==> src/rtl/pc_gen_pipe.sv <==
// Fetch PC generator: BOOT/RUN/PEND sequencer with stall-time redirect/trap latching.
// Optional macro PC_ALIGN_CHECK_EN turns misaligned redirects into traps with a misalign_err pulse.
module pc_gen_pipe #(
    parameter int unsigned     XLEN         = 32,
    parameter logic [XLEN-1:0] RESET_VECTOR = 32'hBFC0_0000,
    parameter logic [XLEN-1:0] TRAP_VECTOR  = 32'hBFC0_0180,
    parameter int unsigned     STEP         = 4
) (
    input  logic            clk,
    input  logic            rst_n,
    input  logic            en,
    input  logic            redirect_valid,
    input  logic [XLEN-1:0] redirect_target,
    input  logic            trap_valid,
    output logic [XLEN-1:0] pc,
    output logic            pc_valid,
    output logic            redirect_pending,
    output logic            misalign_err
);

    localparam logic [XLEN-1:0] STEP_W     = XLEN'(STEP);
    localparam logic [XLEN-1:0] ALIGN_MASK = XLEN'(STEP - 1);

    typedef enum logic [1:0] {
        ST_BOOT = 2'b00,
        ST_RUN  = 2'b01,
        ST_PEND = 2'b10
    } state_t;

    state_t          state_r, state_s;
    logic [XLEN-1:0] pc_r, pc_s;
    logic [XLEN-1:0] pend_tgt_r, pend_tgt_s;
    logic            pend_trap_r, pend_trap_s;
    logic            pc_valid_r, redirect_pending_r;
    logic            mis_r, mis_s;
    logic [XLEN-1:0] redir_tgt_s;
    logic            redir_bad_s;
    logic            take_trap_s;

`ifdef PC_ALIGN_CHECK_EN
    function automatic logic misaligned(input logic [XLEN-1:0] addr);
        return |(addr & ALIGN_MASK);
    endfunction

    // Misaligned redirects are promoted to traps; aligned ones pass through untouched.
    always_comb begin
        redir_tgt_s = redirect_target;
        redir_bad_s = redirect_valid & misaligned(redirect_target);
    end
`else
    function automatic logic [XLEN-1:0] align_down(input logic [XLEN-1:0] addr);
        return addr & ~ALIGN_MASK;
    endfunction

    // Without the check, the low address bits are simply dropped.
    always_comb begin
        redir_tgt_s = align_down(redirect_target);
        redir_bad_s = 1'b0;
    end
`endif

    assign take_trap_s = trap_valid | redir_bad_s;

    // Next-state, next-pc and pending-slot selection.
    always_comb begin
        state_s     = state_r;
        pc_s        = pc_r;
        pend_tgt_s  = pend_tgt_r;
        pend_trap_s = pend_trap_r;
        mis_s       = 1'b0;
        case (state_r)
            ST_BOOT: begin
                state_s = ST_RUN;
                pc_s    = RESET_VECTOR;
            end
            ST_RUN: begin
                mis_s = redir_bad_s & ~trap_valid;
                if (en) begin
                    if (take_trap_s) begin
                        pc_s = TRAP_VECTOR;
                    end else if (redirect_valid) begin
                        pc_s = redir_tgt_s;
                    end else begin
                        pc_s = pc_r + STEP_W;
                    end
                end else begin
                    if (take_trap_s) begin
                        state_s     = ST_PEND;
                        pend_trap_s = 1'b1;
                        pend_tgt_s  = TRAP_VECTOR;
                    end else if (redirect_valid) begin
                        state_s     = ST_PEND;
                        pend_trap_s = 1'b0;
                        pend_tgt_s  = redir_tgt_s;
                    end else begin
                        state_s = ST_RUN;
                    end
                end
            end
            ST_PEND: begin
                // A pending trap cannot be displaced, so a redirect seen now is not accepted.
                mis_s = redir_bad_s & ~trap_valid & ~pend_trap_r;
                if (en) begin
                    state_s     = ST_RUN;
                    pend_trap_s = 1'b0;
                    pend_tgt_s  = {XLEN{1'b0}};
                    if (take_trap_s) begin
                        pc_s = TRAP_VECTOR;
                    end else if (redirect_valid & ~pend_trap_r) begin
                        pc_s = redir_tgt_s;
                    end else begin
                        pc_s = pend_tgt_r;
                    end
                end else begin
                    if (take_trap_s) begin
                        pend_trap_s = 1'b1;
                        pend_tgt_s  = TRAP_VECTOR;
                    end else if (redirect_valid & ~pend_trap_r) begin
                        pend_tgt_s = redir_tgt_s;
                    end else begin
                        pend_tgt_s = pend_tgt_r;
                    end
                end
            end
            default: begin
                state_s     = ST_BOOT;
                pc_s        = RESET_VECTOR;
                pend_trap_s = 1'b0;
                pend_tgt_s  = {XLEN{1'b0}};
            end
        endcase
    end

    // State, pc, pending slot and registered status outputs.
    always_ff @(posedge clk or negedge rst_n) begin
        if (!rst_n) begin
            state_r            <= ST_BOOT;
            pc_r               <= RESET_VECTOR;
            pend_tgt_r         <= {XLEN{1'b0}};
            pend_trap_r        <= 1'b0;
            pc_valid_r         <= 1'b0;
            redirect_pending_r <= 1'b0;
            mis_r              <= 1'b0;
        end else begin
            state_r            <= state_s;
            pc_r               <= pc_s;
            pend_tgt_r         <= pend_tgt_s;
            pend_trap_r        <= pend_trap_s;
            pc_valid_r         <= (state_s != ST_BOOT);
            redirect_pending_r <= (state_s == ST_PEND);
            mis_r              <= mis_s;
        end
    end

    assign pc               = pc_r;
    assign pc_valid         = pc_valid_r;
    assign redirect_pending = redirect_pending_r;
    assign misalign_err     = mis_r;

endmodule

==> config.mk <==
export PLATFORM = sky130hd
export DESIGN_NAME = pc_gen_pipe
export DESIGN_NICKNAME = d
export VERILOG_FILES = /design/src/rtl/pc_gen_pipe.sv
export SDC_FILE = /design/constraint.sdc
export NUM_CORES = 1
export LEC_CHECK = 0
export ABC_AREA = 1
export BUFFER_PORTS_ARGS = -buffer_cell sky130_fd_sc_hd__buf_2
export CAP_MARGIN = 20
export CORE_UTILIZATION = 58
export CTS_CLUSTER_DIAMETER = 150
export DETAILED_ROUTE_END_ITERATION = 8
export PLACE_DENSITY = 0.81
export RECOVER_POWER = 50
export SLEW_MARGIN = 20
export SYNTH_ARGS = -nofsm -noshare
export SYNTH_HDL_FRONTEND = slang
export SYNTH_SLANG_ARGS = --single-unit
==> constraint.sdc <==
create_clock -name clk -period 2.15 [get_ports clk]
set_input_delay 0.43 -clock clk [delete_from_list [all_inputs] [get_ports clk]]
set_output_delay 0.43 -clock clk [all_outputs]
set_load 0.01 [all_outputs]
==> Word level (Yosys, flattened, before mapping) <==
Index checks and enable logic that the tools add are counted.
{ "totals": {"reg_bits": 69, "in_bits": 37, "output_inout_bits": 35, "elab_cells": 46} }
{ "op_classes": {"add_sub_neg": 1, "n_eq_ne": 8, "muxes": 23, "bitwise": 3, "n_reduce_logical": 5} }
{ "op_table": {"columns": ["cell", "count"], "rows": [
  ["$mux 32", 10],
  ["$pmux 32 s3", 1],
  ["$pmux 32 s2", 1],
  ["$add 32x3->32 const B", 1],
  ["$mux 2", 4],
  ["$ne 2x2->1 const B", 3],
  ["$ne 3x3->1 const B", 2],
  ["$pmux 2 s3", 1],
  ["$mux 1", 5],
  ["$eq 2x2->1 const B", 2],
  ["$reduce_and 4->1", 1],
  ["$pmux 1 s3", 1],
  ["$reduce_and 3->1", 1],
  ["$eq 2x1->1 const B", 1],
  ["$logic_not 2->1", 1],
  ["$not 1->1", 2],
  ["$reduce_and 2->1", 1],
  ["$reduce_bool 2->1", 1],
  ["$and 1x1->1", 1]
]} }

==> Longest topological paths before layout <==
Gate-level depths: netlist (run 1).
{ "logic_depth": {"ltp_word": 6, "mapped_depth": 12, "depth_no_buf": 12} }

==> Worst setup path after synthesis (run 1) <==
Ideal clock, no wire load.
{ "synth_timing": {"kind": "register to register", "start": "register state_r[0]", "end": "register pc_r[9], in the netlist pc[9]", "setup_time_ps": 83, "arrival_time_ps": 1734, "required_time_ps": 2067, "path_slack_ps": 333, "path_stages_with_launch": 12, "n_path_buf": 2, "period_less_slack_ps": 1817, "cell_sequence": "dfrtp_1 inv_1 ha_1 clkbuf_2 inv_2 nor2_2 nor2_4 nand2_1 nor2_2 buf_2 nand2_1 o21ai_0"} }
{ "synth_via": {"elab_chain_len": 3, "elab_cells_between_ends": 6, "cone_classes": "4 x eq/ne; 1 x mux; 1 x reduce/logical"} }
{ "synth_lines": {"columns": ["item", "line_no", "text"], "rows": [
  ["from (decl)", "30", "state_t state_r, state_s;"],
  ["from (signal assigned)", "145", "state_r <= state_s;"],
  ["$eq 2x1->1 or $eq 2x2->1 (tied branches)", null, null],
  ["$ne 2x2->1 (no source line)", null, null],
  ["$reduce_and 2->1 (no source line)", null, null],
  ["to (signal assigned)", "146", "pc_r <= pc_s;"],
  ["to (decl)", "31", "logic [XLEN-1:0] pc_r, pc_s;"]
]} }
Parallel ways exist; a longest one is shown, timed or not.
A chain may end at the register's enable or synchronous reset.

==> Final worst setup path (run 1) <==
{ "layout_timing": {"start": "register pc_r[3], in the netlist pc[3]", "end": "register pc_r[10], in the netlist pc[10]"} }
{ "layout_via": {"elab_chain_len": 5} }
{ "layout_lines": {"columns": ["item", "line_no", "text"], "rows": [
  ["$add 32x3->32", "84", "pc_s = pc_r + STEP_W;"],
  ["$mux 32", "81", "end else if (redirect_valid) begin"],
  ["$mux 32", "79", "if (take_trap_s) begin"],
  ["$mux 32", "78", "if (en) begin"],
  ["$pmux 32 s2", "71", "case (state_r)"]
]} }
Every way passes these cells. The select of a mux whose other input is x is not followed.

==> reports/results.txt, run 1 <==
remaining antenna violation count: 0
Highest Clock Rate: 510.4 MHz
Die Span X: 93.93 um
cell row count: 33
Leakage: 0.002756 uW
crit path max fanout: 5
Port-buffer cells: 68
most used cell, CP: nand2_1
Remaining DRCs: 0
vias in the first global route: 4859
Reg2Reg Depth: 10
buffers and inverters on the worst path: 1
Clock H-tree levels: 3
1st-iter DRT viols: 488
Critical Path End Type: flop
Syn Inst Count: 737
#FFs+latches synth: 69
hold crit path type: input port to flop
Yosys warnings: 0
worst skew pair latency: 0.36 ns
area of the multi-input gates: 2688 um^2
Syn Nets: 780
worst hold endpoint: pend_tgt_r[4]$_DFFE_PN0P_
Slew @ Worst Pin: 1.786 ns
largest net degree at the start of global routing: 70
Power Dens Cells: 1226 nW/um^2
Die H: 93.93 um
CP max stage cell: dfrtp_1
DIE AREA: 8822 um^2
Reg area: 1738 um^2
Congestion Overflow GR: 0
GRT Total Usage: 35.01%
top_reg_cell synth: dfrtp_1
Seq/Total Area, Yosys: 35.46%
EDFF count, synth: 0
final-layout fill cell count: 753
n_diodes: 0
Total Neg Setup Slack: 0 ns
total core area: 8217 um^2
Reg clk slew, reported paths: 0.09 ns
Final HPWL DP: 10470 um
routed len/inst: 15.91 um
CP Cell Sequence: ha_1, nand2_1, nor2_2, nand2_1, buf_4, xor2_1, o21ai_0, nand2_1, nand2_1, o21ai_0
1st-pass router iterations: 5
Top delay family on crit path: simple AND/OR/NAND/NOR gates
FF-to-FF setup slack: 0.19 ns
drt via density: 5.823
reg2reg end: pc[10]$_DFFE_PN0P_
share of cells above drive strength 1: 16.40%
worst hold stages: 3
Stages on worst setup path: 10
initial antenna violation count: 0
crit start category: flop
fin. max-slew vios: 70
outcome: finished, violations left
clk buf depth: 2
maximum vdd ir drop: 865.5 uV
Largest stage delay, worst path: 0.43 ns
final hold slack: 0.3823 ns
most common cell after layout, fill and taps aside: nand2_1
first-pass GRT wire length: 23740 um
violated checks: capacitance limit, slew limit
skew final: 0.01512 ns
Data required, critical path: 2.39 ns
RSZ-0062 raised after global routing: false
max_cap viols: 1
WS Path Type: flop to flop
# IOs: 72
final WL: 14570 um
routability cong.: 0.9531
cts hold-fix bufs: 0
CTS sink count: 69
post-route minimum period: 1.959 ns
period utilisation layout: 91.13%
Fin. Hold Viols: 0
routed via count: 5334
most frequent cells in the layout: nand2_1, inv_1, nor2_1
Post-Syn Area: 4901 um^2
Initial Util: 59.65%
nets: 849
Setup-failing EPs final: 0
Yosys cell types: 40
area grow syn2layout: 14.81%
CTS tree: done
Relative slew margins: -19.04%
Critical Path AT: 2.20 ns
Reg2Reg Launch Point: pc[3]$_DFFE_PN0P_
Root Buffer: clkbuf_8
async set or reset register ratio after synthesis: 100.0%
TritonCTS Buffers: 9
worst hold start: redirect_target[4]
syn_area_per_cell: 6.650 um^2
[cells by family (layout without fill, tap and decap cells)]
| logic type | after synthesis | in the layout | synth area share (%) |
|---|---|---|---|
| AOI/OAI and AO/OA | 179 | 179 | 22.49 |
| xor gates and xnor gates | 6 | 6 | 1.072 |
| other | 1 | 1 | 0.07652 |
| DFF | 69 | 69 | 35.46 |
| buffers and inverters | 115 | 189 | 9.956 |
| adders and majority gates | 6 | 6 | 1.532 |
| and+or+nand+nor | 361 | 361 | 29.41 |
[tightest hold or removal path, stage by stage]
cell	delay (ns)
buf_2	0.10
a22oi_1	0.07
o22ai_1	0.10
[worst max path at each step]
stage | to | start | slack, ns
floorplan | pc[9]$_DFFE_PN0P_ | state_r[0]$_DFF_PN0_ | 0.33
global placement | pc[18]$_DFFE_PN0P_ | pc[2]$_DFFE_PN0P_ | 0.28
detailed placement | pc[18]$_DFFE_PN0P_ | pc[2]$_DFFE_PN0P_ | 0.25
CTS | pc[18]$_DFFE_PN0P_ | pc[2]$_DFFE_PN0P_ | 0.22
global route | pc[20]$_DFFE_PN0P_ | pc[2]$_DFFE_PN0P_ | 0.04
finish | pc[10]$_DFFE_PN0P_ | pc[3]$_DFFE_PN0P_ | 0.19
[power breakdown]
group          internal, uW  switching [uW]  leakage (uW)
logic                  1180            2180       0.00173
registers              1790             417      0.000906
clock network           807             527      0.000120
[routing by layer]
layer  vias to the layer above  track usage, %  wire, um
met5                         -               0         0
met4                         0           10.26       242
met3                        30           5.906      1358
met2                       284           53.41      6608
met1                      2493           50.80      6361
li1                       2527               -         -
[state kept, by name, summed over array words and instances, names as in the netlist]
name	cells
pc	32
pend_tgt_r	32
state_r	2
pc_valid	1
pend_trap_r	1
redirect_pending	1
[cells in the mapped netlist, types with 6 or more instances]
| cell type | number | area (um^2) |
|---|---|---|
| nand2_1 | 258 | 968.4 |
| inv_1 | 76 | 285.3 |
| nor2_1 | 62 | 232.7 |
| dfrtp_1 | 60 | 1501 |
| a21oi_1 | 44 | 220.2 |
| o21ai_1 | 35 | 175.2 |
| o21ai_0 | 33 | 165.2 |
| a22oi_1 | 29 | 217.7 |
| nand3_1 | 22 | 110.1 |
| clkbuf_1 | 21 | 78.83 |
| o22ai_1 | 14 | 87.58 |
| o211ai_2 | 10 | 125.1 |
| dfstp_2 | 9 | 236.5 |
| buf_6 | 6 | 67.56 |
| ha_1 | 6 | 75.07 |
| nor2_2 | 6 | 37.54 |
[stage by stage]
| stage | power, uW | cell area (um^2) | utilization, % | worst slack (ns) | cells |
|---|---|---|---|---|---|
| final | 6901 | 5627 | 68.48 | 0.1907 | 916 |
| after global placement | 5387 | 5406 | 65.80 | 0.2846 | 900 |
| after global routing | 7401 | 5627 | 68.48 | 0.04112 | 916 |
| after CTS | 6874 | 5654 | 68.81 | 0.2192 | 916 |
| after floorplan | 4393 | 4901 | - | 0.3328 | 737 |
| after detailed placement | 5521 | 5406 | 65.80 | 0.2463 | 900 |
[area by class of cell]
class | instances | area share, %
clock buffer | 11 | 2.513
clock inverter | 5 | 1.890
inverter | 79 | 5.270
multi-input combinational | 553 | 47.77
sequential | 69 | 30.89
tap | 105 | 2.335
timing repair buffer | 94 | 9.340
[repair_timing]
item,CTS,global route
endpoints found under the setup margin,0,2
resized for setup,0,2
buffers inserted,0,0
(Power assumes the default switching activity.)
==> run 2, diff against run 1 <==
--- a/config.mk
+++ b/config.mk
@@ -11,6 +11,7 @@
 export CORE_UTILIZATION = 58
 export CTS_CLUSTER_DIAMETER = 150
 export DETAILED_ROUTE_END_ITERATION = 8
+export MAX_ROUTING_LAYER = met4
 export PLACE_DENSITY = 0.81
 export RECOVER_POWER = 50
 export SLEW_MARGIN = 20
==> reports/results.txt, run 2 (same netlist as run 1, synthesis figures left out) <==
GRT Total Usage: 35.39%
# resized after CTS: 0
Data required, critical path: 2.39 ns
most frequent cells in the layout: nand2_1, inv_1, nor2_1
routability cong.: 0.9544
Remaining DRCs: 0
Leakage: 0.002756 uW
Total Neg Setup Slack: 0 ns
period utilisation layout: 91.18%
outcome: finished, violations left
Critical Path AT: 2.20 ns
area grow syn2layout: 14.65%
Largest stage delay, worst path: 0.43 ns
Port-buffer cells: 68
share of cells above drive strength 1: 16.28%
CP Cell Sequence: ha_1, nand2_1, nor2_2, nand2_1, nor2_2, nand2_1, nand2_1, nand3_1, nand2_1, nand2_1, nand2_1, nand2_1
skew final: 0.01659 ns
worst skew pair latency: 0.35 ns
CP max stage cell: dfrtp_1
CTS tree: done
clk buf depth: 2
maximum vdd ir drop: 1029 uV
most common cell after layout, fill and taps aside: nand2_1
nets: 849
hold crit path type: input port to flop
n_diodes: 0
1st-iter DRT viols: 458
DIE AREA: 8822 um^2
Congestion Overflow GR: 0
initial antenna violation count: 0
violated checks: capacitance limit, slew limit
routed len/inst: 15.31 um
Critical Path End Type: flop
setup ws final: 0.1896 ns
RSZ-0062 raised after global routing: false
Fin. Hold Viols: 0
first-pass GRT wire length: 23420 um
fin. max-slew vios: 70
Clock H-tree levels: 3
WS Path Type: flop to flop
Final HPWL DP: 10220 um
crit path max fanout: 6
# IOs: 72
routed via count: 5172
Highest Clock Rate: 510.1 MHz
Reg clk slew, reported paths: 0.08 ns
Die Span X: 93.93 um
largest net degree at the start of global routing: 70
Initial Util: 59.65%
final WL: 14030 um
post-route minimum period: 1.960 ns
most used cell, CP: nand2_1
CTS sink count: 69
total core area: 8217 um^2
Root Buffer: clkbuf_8
Die H: 93.93 um
Power Total: 6865 uW
crit start category: flop
Power Dens Cells: 1222 nW/um^2
remaining antenna violation count: 0
1st-pass router iterations: 5
cell row count: 33
Slew @ Worst Pin: 1.696 ns
Post-CTS Repair Setup Buffers: 0
vias in the first global route: 4856
final-layout fill cell count: 740
Setup Slack @ Placement: 0.2377 ns
TritonCTS Buffers: 9
max_cap viols: 1
Setup-failing EPs final: 0
Relative slew margins: -13.09%
drt via density: 5.646
cts hold-fix bufs: 0
-- run 2: cell count changes in the layout (fill, tap and decap cells not counted) --
cell,previous run,this run
nor2_4,3,2
nor2_1,61,62
-- run 2: area by class of cell --
type / count / area [um^2] / area share, %
Clock buffer: 11 / 141.4 / 2.516
Clock inverter: 5 / 106.4 / 1.893
Tap cell: 105 / 131.4 / 2.338
Multi-Input combinational cell: 553 / 2680 / 47.70
Inverter: 79 / 296.5 / 5.277
Sequential cell: 69 / 1738 / 30.93
Timing Repair Buffer: 94 / 525.5 / 9.352
-- run 2: worst max-delay path: cells and delay by family, from the launching register on --
kind / cells / cell delay, ns
flip-flops: 1 / 0.43
AND/OR/NAND/NOR: 11 / 1.21
adder cells (fa/ha/maj): 1 / 0.22
-- run 2: routing by layer --
metal / up-vias / track usage (%) / wire [um]
li1: 2532 / - / -
met1: 2413 / 49.82 / 6547
met2: 210 / 54.20 / 6243
met3: 17 / 4.935 / 1075
met4: 0 / 8.333 / 160
met5: - / - / 0
-- run 2: final timing paths --
check | start | end | slack [ns] | cells past startpoint
worst max-delay path | pc[2]$_DFFE_PN0P_ | pc[30]$_DFFE_PN0P_ | 0.19 | 12
worst min-delay path | redirect_target[3] | pend_tgt_r[3]$_DFFE_PN0P_ | 0.39 | 3
worst max register to register | pc[2]$_DFFE_PN0P_ | pc[30]$_DFFE_PN0P_ | 0.19 | 12
worst min register to register | pend_tgt_r[19]$_DFFE_PN0P_ | pend_tgt_r[19]$_DFFE_PN0P_ | 0.49 | 2
max in group asynchronous | rst_n | pc[7]$_DFFE_PN0P_ | 0.53 | 2
min in group asynchronous | rst_n | pend_tgt_r[9]$_DFFE_PN0P_ | 0.59 | 2
-- run 2: stage by stage --
| stage | hold WS [ns] | std cells | cell area [um^2] | util [%] |
|---|---|---|---|---|
| 2_1_floorplan | 0.1344 | 737 | 4901 | - |
| 3_3_place_gp | 0.4674 | 900 | 5406 | 65.80 |
| 3_5_place_dp | 0.4740 | 900 | 5406 | 65.80 |
| 4_1_cts | 0.1055 | 916 | 5654 | 68.81 |
| 5_1_grt | 0.4105 | 916 | 5619 | 68.39 |
| 6_report | 0.3939 | 916 | 5619 | 68.39 |
-- run 2: power breakdown --
group	internal [uW]	switching [uW]
Clock	807	520
Sequential	1790	417
Combinational	1180	2150
Total	3780	3090
